===== src/rtl/branch_predict_ctrl_pkg.sv =====
// Shared definitions for the branch predictor: FSM encodings, 2-bit counter
// encodings, the branch func3 constants and the counter update helper.
package branch_predict_ctrl_pkg;

    localparam logic [0:0] ST_IDLE  = 1'b0;
    localparam logic [0:0] ST_FLUSH = 1'b1;

    localparam logic [1:0] CNT_SNT = 2'b00;
    localparam logic [1:0] CNT_WNT = 2'b01;
    localparam logic [1:0] CNT_WT  = 2'b10;
    localparam logic [1:0] CNT_ST  = 2'b11;

    localparam logic [2:0] BR_BEQ  = 3'b000;
    localparam logic [2:0] BR_BNE  = 3'b001;
    localparam logic [2:0] BR_BLT  = 3'b100;
    localparam logic [2:0] BR_BGE  = 3'b101;
    localparam logic [2:0] BR_BLTU = 3'b110;
    localparam logic [2:0] BR_BGEU = 3'b111;

    // Saturating step of a 2-bit bimodal counter toward the resolved outcome.
    function automatic logic [1:0] ctr_next(input logic [1:0] ctr, input logic taken);
        if (taken)
            return (ctr == CNT_ST) ? CNT_ST : ctr + 2'd1;
        else
            return (ctr == CNT_SNT) ? CNT_SNT : ctr - 2'd1;
    endfunction

endpackage


===== src/rtl/branch_predict_ctrl_btb_array.sv =====
// BTB/BHT entry storage: two combinational read ports (fetch lookup and
// EX-stage update read) and one synchronous write port.
module btb_array
    import branch_predict_ctrl_pkg::*;
#(
    parameter int ENTRIES = 16,
    parameter int TAG_W   = 26,
    parameter int PC_W    = 32,
    parameter int IDX_W   = $clog2(ENTRIES)
) (
    input  logic             clk,
    input  logic             rst_n,
    input  logic [IDX_W-1:0] rd0_idx,
    output logic             rd0_valid,
    output logic [TAG_W-1:0] rd0_tag,
    output logic [PC_W-1:0]  rd0_target,
    output logic [1:0]       rd0_ctr,
    input  logic [IDX_W-1:0] rd1_idx,
    output logic             rd1_valid,
    output logic [TAG_W-1:0] rd1_tag,
    output logic [PC_W-1:0]  rd1_target,
    output logic [1:0]       rd1_ctr,
    input  logic             wr_en,
    input  logic [IDX_W-1:0] wr_idx,
    input  logic [TAG_W-1:0] wr_tag,
    input  logic [PC_W-1:0]  wr_target,
    input  logic [1:0]       wr_ctr
);

    logic             valid_q  [ENTRIES];
    logic [1:0]       ctr_q    [ENTRIES];
    logic [TAG_W-1:0] tag_q    [ENTRIES];
    logic [PC_W-1:0]  target_q [ENTRIES];

    // NOTE: only valid and counter bits are reset; tag/target are qualified by
    // valid, so leaving them unreset lets them map onto plain storage.
    always_ff @(posedge clk) begin
        if (!rst_n) begin
            for (int i = 0; i < ENTRIES; i++) begin
                valid_q[i] <= 1'b0;
                ctr_q[i]   <= CNT_WNT;
            end
        end else if (wr_en) begin
            valid_q[wr_idx] <= 1'b1;
            ctr_q[wr_idx]   <= wr_ctr;
        end
    end

    always_ff @(posedge clk) begin
        if (wr_en) begin
            tag_q[wr_idx]    <= wr_tag;
            target_q[wr_idx] <= wr_target;
        end
    end

    // Reads see pre-write contents when a write to the same index is pending.
    assign rd0_valid  = valid_q[rd0_idx];
    assign rd0_tag    = tag_q[rd0_idx];
    assign rd0_target = target_q[rd0_idx];
    assign rd0_ctr    = ctr_q[rd0_idx];
    assign rd1_valid  = valid_q[rd1_idx];
    assign rd1_tag    = tag_q[rd1_idx];
    assign rd1_target = target_q[rd1_idx];
    assign rd1_ctr    = ctr_q[rd1_idx];

endmodule


===== src/rtl/branch_predict_ctrl.sv =====
// Bimodal branch predictor with BTB: zero-latency fetch prediction, EX-stage
// resolution, one-cycle flush/redirect and a saturating mispredict counter.
module branch_predict_ctrl
    import branch_predict_ctrl_pkg::*;
#(
    parameter int ENTRIES = 16,
    parameter int PC_W    = 32
) (
    input  logic            clk,
    input  logic            rst_n,
    input  logic            stall,
    input  logic            if_valid,
    input  logic [PC_W-1:0] if_pc,
    output logic            pred_taken,
    output logic [PC_W-1:0] pred_target,
    input  logic            ex_is_branch,
    input  logic [PC_W-1:0] ex_pc,
    input  logic            ex_taken,
    input  logic [PC_W-1:0] ex_target,
    output logic            flush,
    output logic            redirect_valid,
    output logic [PC_W-1:0] redirect_pc,
    output logic [15:0]     mispredict_cnt
);

    localparam int IDX_W = $clog2(ENTRIES);
    localparam int TAG_W = PC_W - IDX_W - 2;

    logic [IDX_W-1:0] if_idx, ex_idx;
    logic [TAG_W-1:0] if_tag, ex_tag;
    logic             rd0_valid, rd1_valid;
    logic [TAG_W-1:0] rd0_tag, rd1_tag;
    logic [PC_W-1:0]  rd0_target, rd1_target;
    logic [1:0]       rd0_ctr, rd1_ctr;
    logic             wr_en;
    logic [PC_W-1:0]  wr_target;
    logic [1:0]       wr_ctr;

    logic [0:0]       state;
    logic             id_pred, ex_pred;
    logic [PC_W-1:0]  id_tgt, ex_tgt;
    logic             mispredict, go_flush, upd_en, ex_hit;
    logic             unused_pc_bits;

    assign if_idx = if_pc[IDX_W+1:2];
    assign if_tag = if_pc[PC_W-1:IDX_W+2];
    assign ex_idx = ex_pc[IDX_W+1:2];
    assign ex_tag = ex_pc[PC_W-1:IDX_W+2];
    assign unused_pc_bits = ^{if_pc[1:0], ex_pc[1:0]};

    btb_array #(.ENTRIES(ENTRIES), .TAG_W(TAG_W), .PC_W(PC_W)) u_btb (
        .clk        (clk),
        .rst_n      (rst_n),
        .rd0_idx    (if_idx),
        .rd0_valid  (rd0_valid),
        .rd0_tag    (rd0_tag),
        .rd0_target (rd0_target),
        .rd0_ctr    (rd0_ctr),
        .rd1_idx    (ex_idx),
        .rd1_valid  (rd1_valid),
        .rd1_tag    (rd1_tag),
        .rd1_target (rd1_target),
        .rd1_ctr    (rd1_ctr),
        .wr_en      (wr_en),
        .wr_idx     (ex_idx),
        .wr_tag     (ex_tag),
        .wr_target  (wr_target),
        .wr_ctr     (wr_ctr)
    );

    assign pred_taken  = rd0_valid && (rd0_tag == if_tag) && rd0_ctr[1];
    assign pred_target = pred_taken ? rd0_target : '0;

    assign mispredict = ex_is_branch &&
                        ((ex_taken != ex_pred) ||
                         (ex_taken && ex_pred && (ex_target != ex_tgt)));
    // The FLUSH cycle is a bubble in EX, so nothing there updates or redirects.
    assign go_flush = (state == ST_IDLE) && mispredict && !stall;
    assign upd_en   = (state == ST_IDLE) && ex_is_branch && !stall;
    assign ex_hit   = rd1_valid && (rd1_tag == ex_tag);

    // NOTE: every always_comb output gets a default first so no latch is inferred.
    always_comb begin
        wr_en     = 1'b0;
        wr_target = ex_target;
        wr_ctr    = CNT_WT;
        if (upd_en) begin
            if (ex_hit) begin
                wr_en     = 1'b1;
                wr_ctr    = ctr_next(rd1_ctr, ex_taken);
                wr_target = ex_taken ? ex_target : rd1_target;
            end else if (ex_taken) begin
                wr_en = 1'b1;
            end
        end
    end

    // NOTE: sequential state uses non-blocking assignments so every flop
    // samples pre-edge values regardless of statement order.
    always_ff @(posedge clk) begin
        if (!rst_n) begin
            state          <= ST_IDLE;
            flush          <= 1'b0;
            redirect_valid <= 1'b0;
            redirect_pc    <= '0;
            mispredict_cnt <= '0;
        end else begin
            case (state)
                ST_IDLE: begin
                    if (go_flush) begin
                        state          <= ST_FLUSH;
                        flush          <= 1'b1;
                        redirect_valid <= 1'b1;
                        redirect_pc    <= ex_taken ? ex_target : ex_pc + PC_W'(4);
                        if (mispredict_cnt != 16'hFFFF)
                            mispredict_cnt <= mispredict_cnt + 16'd1;
                    end
                end
                default: begin
                    state          <= ST_IDLE;
                    flush          <= 1'b0;
                    redirect_valid <= 1'b0;
                end
            endcase
        end
    end

    always_ff @(posedge clk) begin
        if (!rst_n || state == ST_FLUSH) begin
            id_pred <= 1'b0;
            id_tgt  <= '0;
            ex_pred <= 1'b0;
            ex_tgt  <= '0;
        end else if (!stall) begin
            id_pred <= if_valid && pred_taken;
            id_tgt  <= if_valid ? pred_target : '0;
            ex_pred <= id_pred;
            ex_tgt  <= id_tgt;
        end
    end

endmodule


===== config.mk =====
export PLATFORM = sky130hd
export DESIGN_NAME = branch_predict_ctrl
export DESIGN_NICKNAME = d
export VERILOG_FILES = /design/src/rtl/branch_predict_ctrl_pkg.sv /design/src/rtl/branch_predict_ctrl_btb_array.sv /design/src/rtl/branch_predict_ctrl.sv
export SDC_FILE = /design/constraint.sdc
export NUM_CORES = 1
export LEC_CHECK = 0
export CAP_MARGIN = 20
export CORE_MARGIN = 1.5
export CORE_UTILIZATION = 48
export CTS_BUF_LIST = sky130_fd_sc_hd__clkbuf_16
export DETAILED_ROUTE_END_ITERATION = 8
export GPL_ROUTABILITY_DRIVEN = 0
export PLACE_DENSITY = 0.65
export SKIP_CTS_REPAIR_TIMING = 1
export SLEW_MARGIN = 20
export SYNTH_ARGS = -nofsm -noshare
export SYNTH_HDL_FRONTEND = slang
export SYNTH_HIERARCHICAL = 1
export SYNTH_SLANG_ARGS = --single-unit

===== constraint.sdc =====
create_clock -name clk -period 11.45 [get_ports clk]
set_input_delay 1.145 -clock clk [delete_from_list [all_inputs] [get_ports clk]]
set_output_delay 1.145 -clock clk [all_outputs]
set_load 0.02 [all_outputs]

==> metrics.md <==
| Metric | Value |
|---|---|
| Mapped Area | 50,900 µm² |
| Internal Pwr Total | 6.65 mW |
| Crit-path leading delay family | buffers and inverters |
| DR iter-0 viols | 3,991 |
| Number of nets in the layout | 3,161 |
| Most used cell, CP | sky130_fd_sc_hd__buf_4 |
| DRC errors left | 0 |
| Sw Ratio | 0.233 |
| Total wirelength of the detailed-routed design | 155 mm |
| Fraction of final layout cells sized beyond drive strength 1 | 0.264 |
| Synthesis Warnings | 6 |
| Root Buffer Master | sky130_fd_sc_hd__clkbuf_16 |
| Proportion of power drawn by flip-flops and latches | 0.503 |
| Proportion of power drawn by the clock network | 0.413 |
| Count of vias placed by the detailed router | 30,700 |
| Relative slew slack | 0.172 |
| Data required time of the critical path | 10,310 ps |
| Kind of start point of the critical path | primary input |
| CTS tree | yes |
| CP max stage cell | sky130_fd_sc_hd__buf_4 |
| Final Slew Violations | 0 |
| CP arrival | 6320 ps |
| Status | finished, final reports clean |
| Delay of the slowest critical-path stage | 640 ps |
| Top Ports | 185 |
| Initial Util | 0.483 |
| Number of nets in the synthesized netlist | 2,994 |
| Clock transition time at the flip-flop clock pins of the worst setup and hold paths | 60 ps |
| Average detailed-routed wire length per instance | 34.0 µm |
| Placement-stage cell area | 54,200 µm² |
| Kind of critical path | primary input to primary output |
| Largest voltage drop on the vdd net | 113 µV |
| Die outline height | 329 µm |
| Antenna viol nets, final | 0 |
| Mean area per synthesized cell | 17.6 µm² |
| Unrepaired setup endpoints after global routing | false |
| First-pass detailed-route iteration total | 6 |
| GRT Resource Usage Total | 0.288 |
| Area of the die | 108,000 µm² |
| Gate count of the mapped netlist | 2,889 |
| Initial antenna violation count | 9 |
| Synthesis-to-finish area growth | 13.7% |
| Clock net sink count | 1,092 |
| Worst setup slack for register-to-register paths | 6070 ps |
| Count of endpoints failing setup in the final report | 0 |
| Leakage power total | 18.7 nW |
| Max-cap violations | 0 |
| Area used by sequential logic in the layout | 31,500 µm² |
| # port buffers | 182 |
| Global-route wire length before repair | 222 mm |
| Site row count | 119 |
| Setup_tns | 0 ps |
| Post-DP HPWL | 88.8 mm |
| CTS Buffer Depth | 3 |
| Final Hold Violating Endpoints | 0 |
| Power per Cell Area | 150 nW/µm² |
| Clock buffer count from CTS | 115 |
| Type of the tightest min-delay check | flop to flop |
| Area occupied by multi-input gates | 18,300 µm² |
| Count of buffer and inverter cells on the critical path | 5 |
| Final instance area | 57,900 µm² |
| Vias/cell | 6.74 |
| Clock network latency to the later pin of the worst-skew pair | 730 ps |
| Worst-Margin Slew | 1240 ps |
| Min cycle time layout | 7460 ps |
| Non-filler cells, final | 4,552 |
| Tcrit/Tclk final | 0.652 |
| Critical Path, Cell by Cell | buf_8, buf_4, buf_4, mux4_2, a22oi_1, nand2_1, xor2_1, nor4_1, nand4_1, nor3_4, buf_4, and2_1, clkdlybuf4s50_1 |
| Number of global-route vias before repair | 31,600 |
| Crit. End Element | primary output |
| Pin count of the biggest net entering global routing | 152 |
| Number of levels the H-tree was split into | 3 |
| Number of fill cells | 8,125 |
| Core Box Area | 105,000 µm² |
| Cell total after placement | 4,327 |
| Die Width | 329 µm |
| End-of-flow core utilization | 0.550 |
| Highest Clock Rate | 134 MHz |
| Setup skew after layout | 21.0 ps |
| Largest fanout on the critical path | 62 |
| Switching power | 2.02 mW |
| Remaining Overflow, GRT | 0 |
| Logic gate share of total power | 0.084 |
[registers in the layout (all words and copies together), names as in the netlist]
signal and cells:
u_btb/ctr_q 32, u_btb/valid_q 16, ex_pred 1, state 1
redirect_pc 32, mispredict_cnt 16, u_btb/tag_q 416, id_tgt 32
ex_tgt 32, u_btb/target_q 512, redirect_valid 1, id_pred 1
[final timing paths]
check / endpoint / cells past startpoint / from
setup reg to reg: u_btb/tag_q[6][4]$_DFFE_PP_ / 11 / u_btb/tag_q[3][22]$_DFFE_PP_
setup / recovery: pred_target[5] / 13 / if_pc[2]
hold / removal: mispredict_cnt[15]$_SDFFE_PN0P_ / 2 / mispredict_cnt[15]$_SDFFE_PN0P_
hold reg to reg: mispredict_cnt[15]$_SDFFE_PN0P_ / 2 / mispredict_cnt[15]$_SDFFE_PN0P_
[worst reg2reg max path: stages, from the launching register on]
cell and delay [ps]:
sky130_fd_sc_hd__edfxtp_1 380, sky130_fd_sc_hd__mux4_2 480, sky130_fd_sc_hd__a22oi_1 300, sky130_fd_sc_hd__nand2_1 110
sky130_fd_sc_hd__xnor2_1 370, sky130_fd_sc_hd__nand4_1 230, sky130_fd_sc_hd__nor3_1 580, sky130_fd_sc_hd__nand3_1 370
sky130_fd_sc_hd__nand2_1 280, sky130_fd_sc_hd__nand3b_1 370, sky130_fd_sc_hd__nor2_4 1030, sky130_fd_sc_hd__buf_12 450
[cell type report]
| cell class | instances | share of cell area |
|---|---|---|
| multi-input cells | 1572 | 0.317 |
| clock inverters | 101 | 0.0123 |
| clock buffers | 116 | 0.0502 |
| inverters | 7 | 0.000454 |
| diodes | 5 | 0.000216 |
| well taps | 1391 | 0.0301 |
| repair buffers | 268 | 0.0460 |
| flip-flops and latches | 1092 | 0.544 |
[power groups by stage]
stage / clock network (mW) / registers, mW / logic (mW)
final: 3.58 / 4.37 / 0.726
after floorplan: 0 / 4.45 / 0.441
after detailed placement: 0 / 4.45 / 0.719
after global routing: 3.78 / 4.37 / 0.762
after global placement: 0 / 4.45 / 0.709
after CTS: 3.63 / 4.36 / 0.721
[metrics by stage]
stage / hold WS, ps / power, mW / worst slack, ps
2_1_floorplan: 452 / 4.89 / 2990
3_3_place_gp: 458 / 5.15 / 3870
3_5_place_dp: 471 / 5.17 / 3790
4_1_cts: 479 / 8.71 / 3850
5_1_grt: 504 / 8.91 / 3570
6_report: 475 / 8.68 / 3990
[metal layers]
metal | wire length [µm] | track usage | vias up
met2 | 74300 | 0.458 | 1800
li1 | - | - | 12300
met4 | 5850 | 0.109 | 8
met3 | 16000 | 0.0610 | 345
met5 | 53 | 0 | -
met1 | 58400 | 0.394 | 16200
[layout by cell type, fill, tap and decap left out, drive strengths merged, types with 18 or more instances in the layout]
master / n
edfxtp: 960
mux4: 484
a22oi: 274
nand2: 199
clkdlybuf4s50: 175
nor2: 147
dfxtp: 132
clkbuf: 116
buf: 93
xor2: 66
mux2i: 66
inv: 57
xnor2: 47
clkinv: 41
and2: 38
o21ai: 38
mux2: 33
nand4: 30
nand3: 20
o21a: 18
Power figures use the tool's default switching activity.
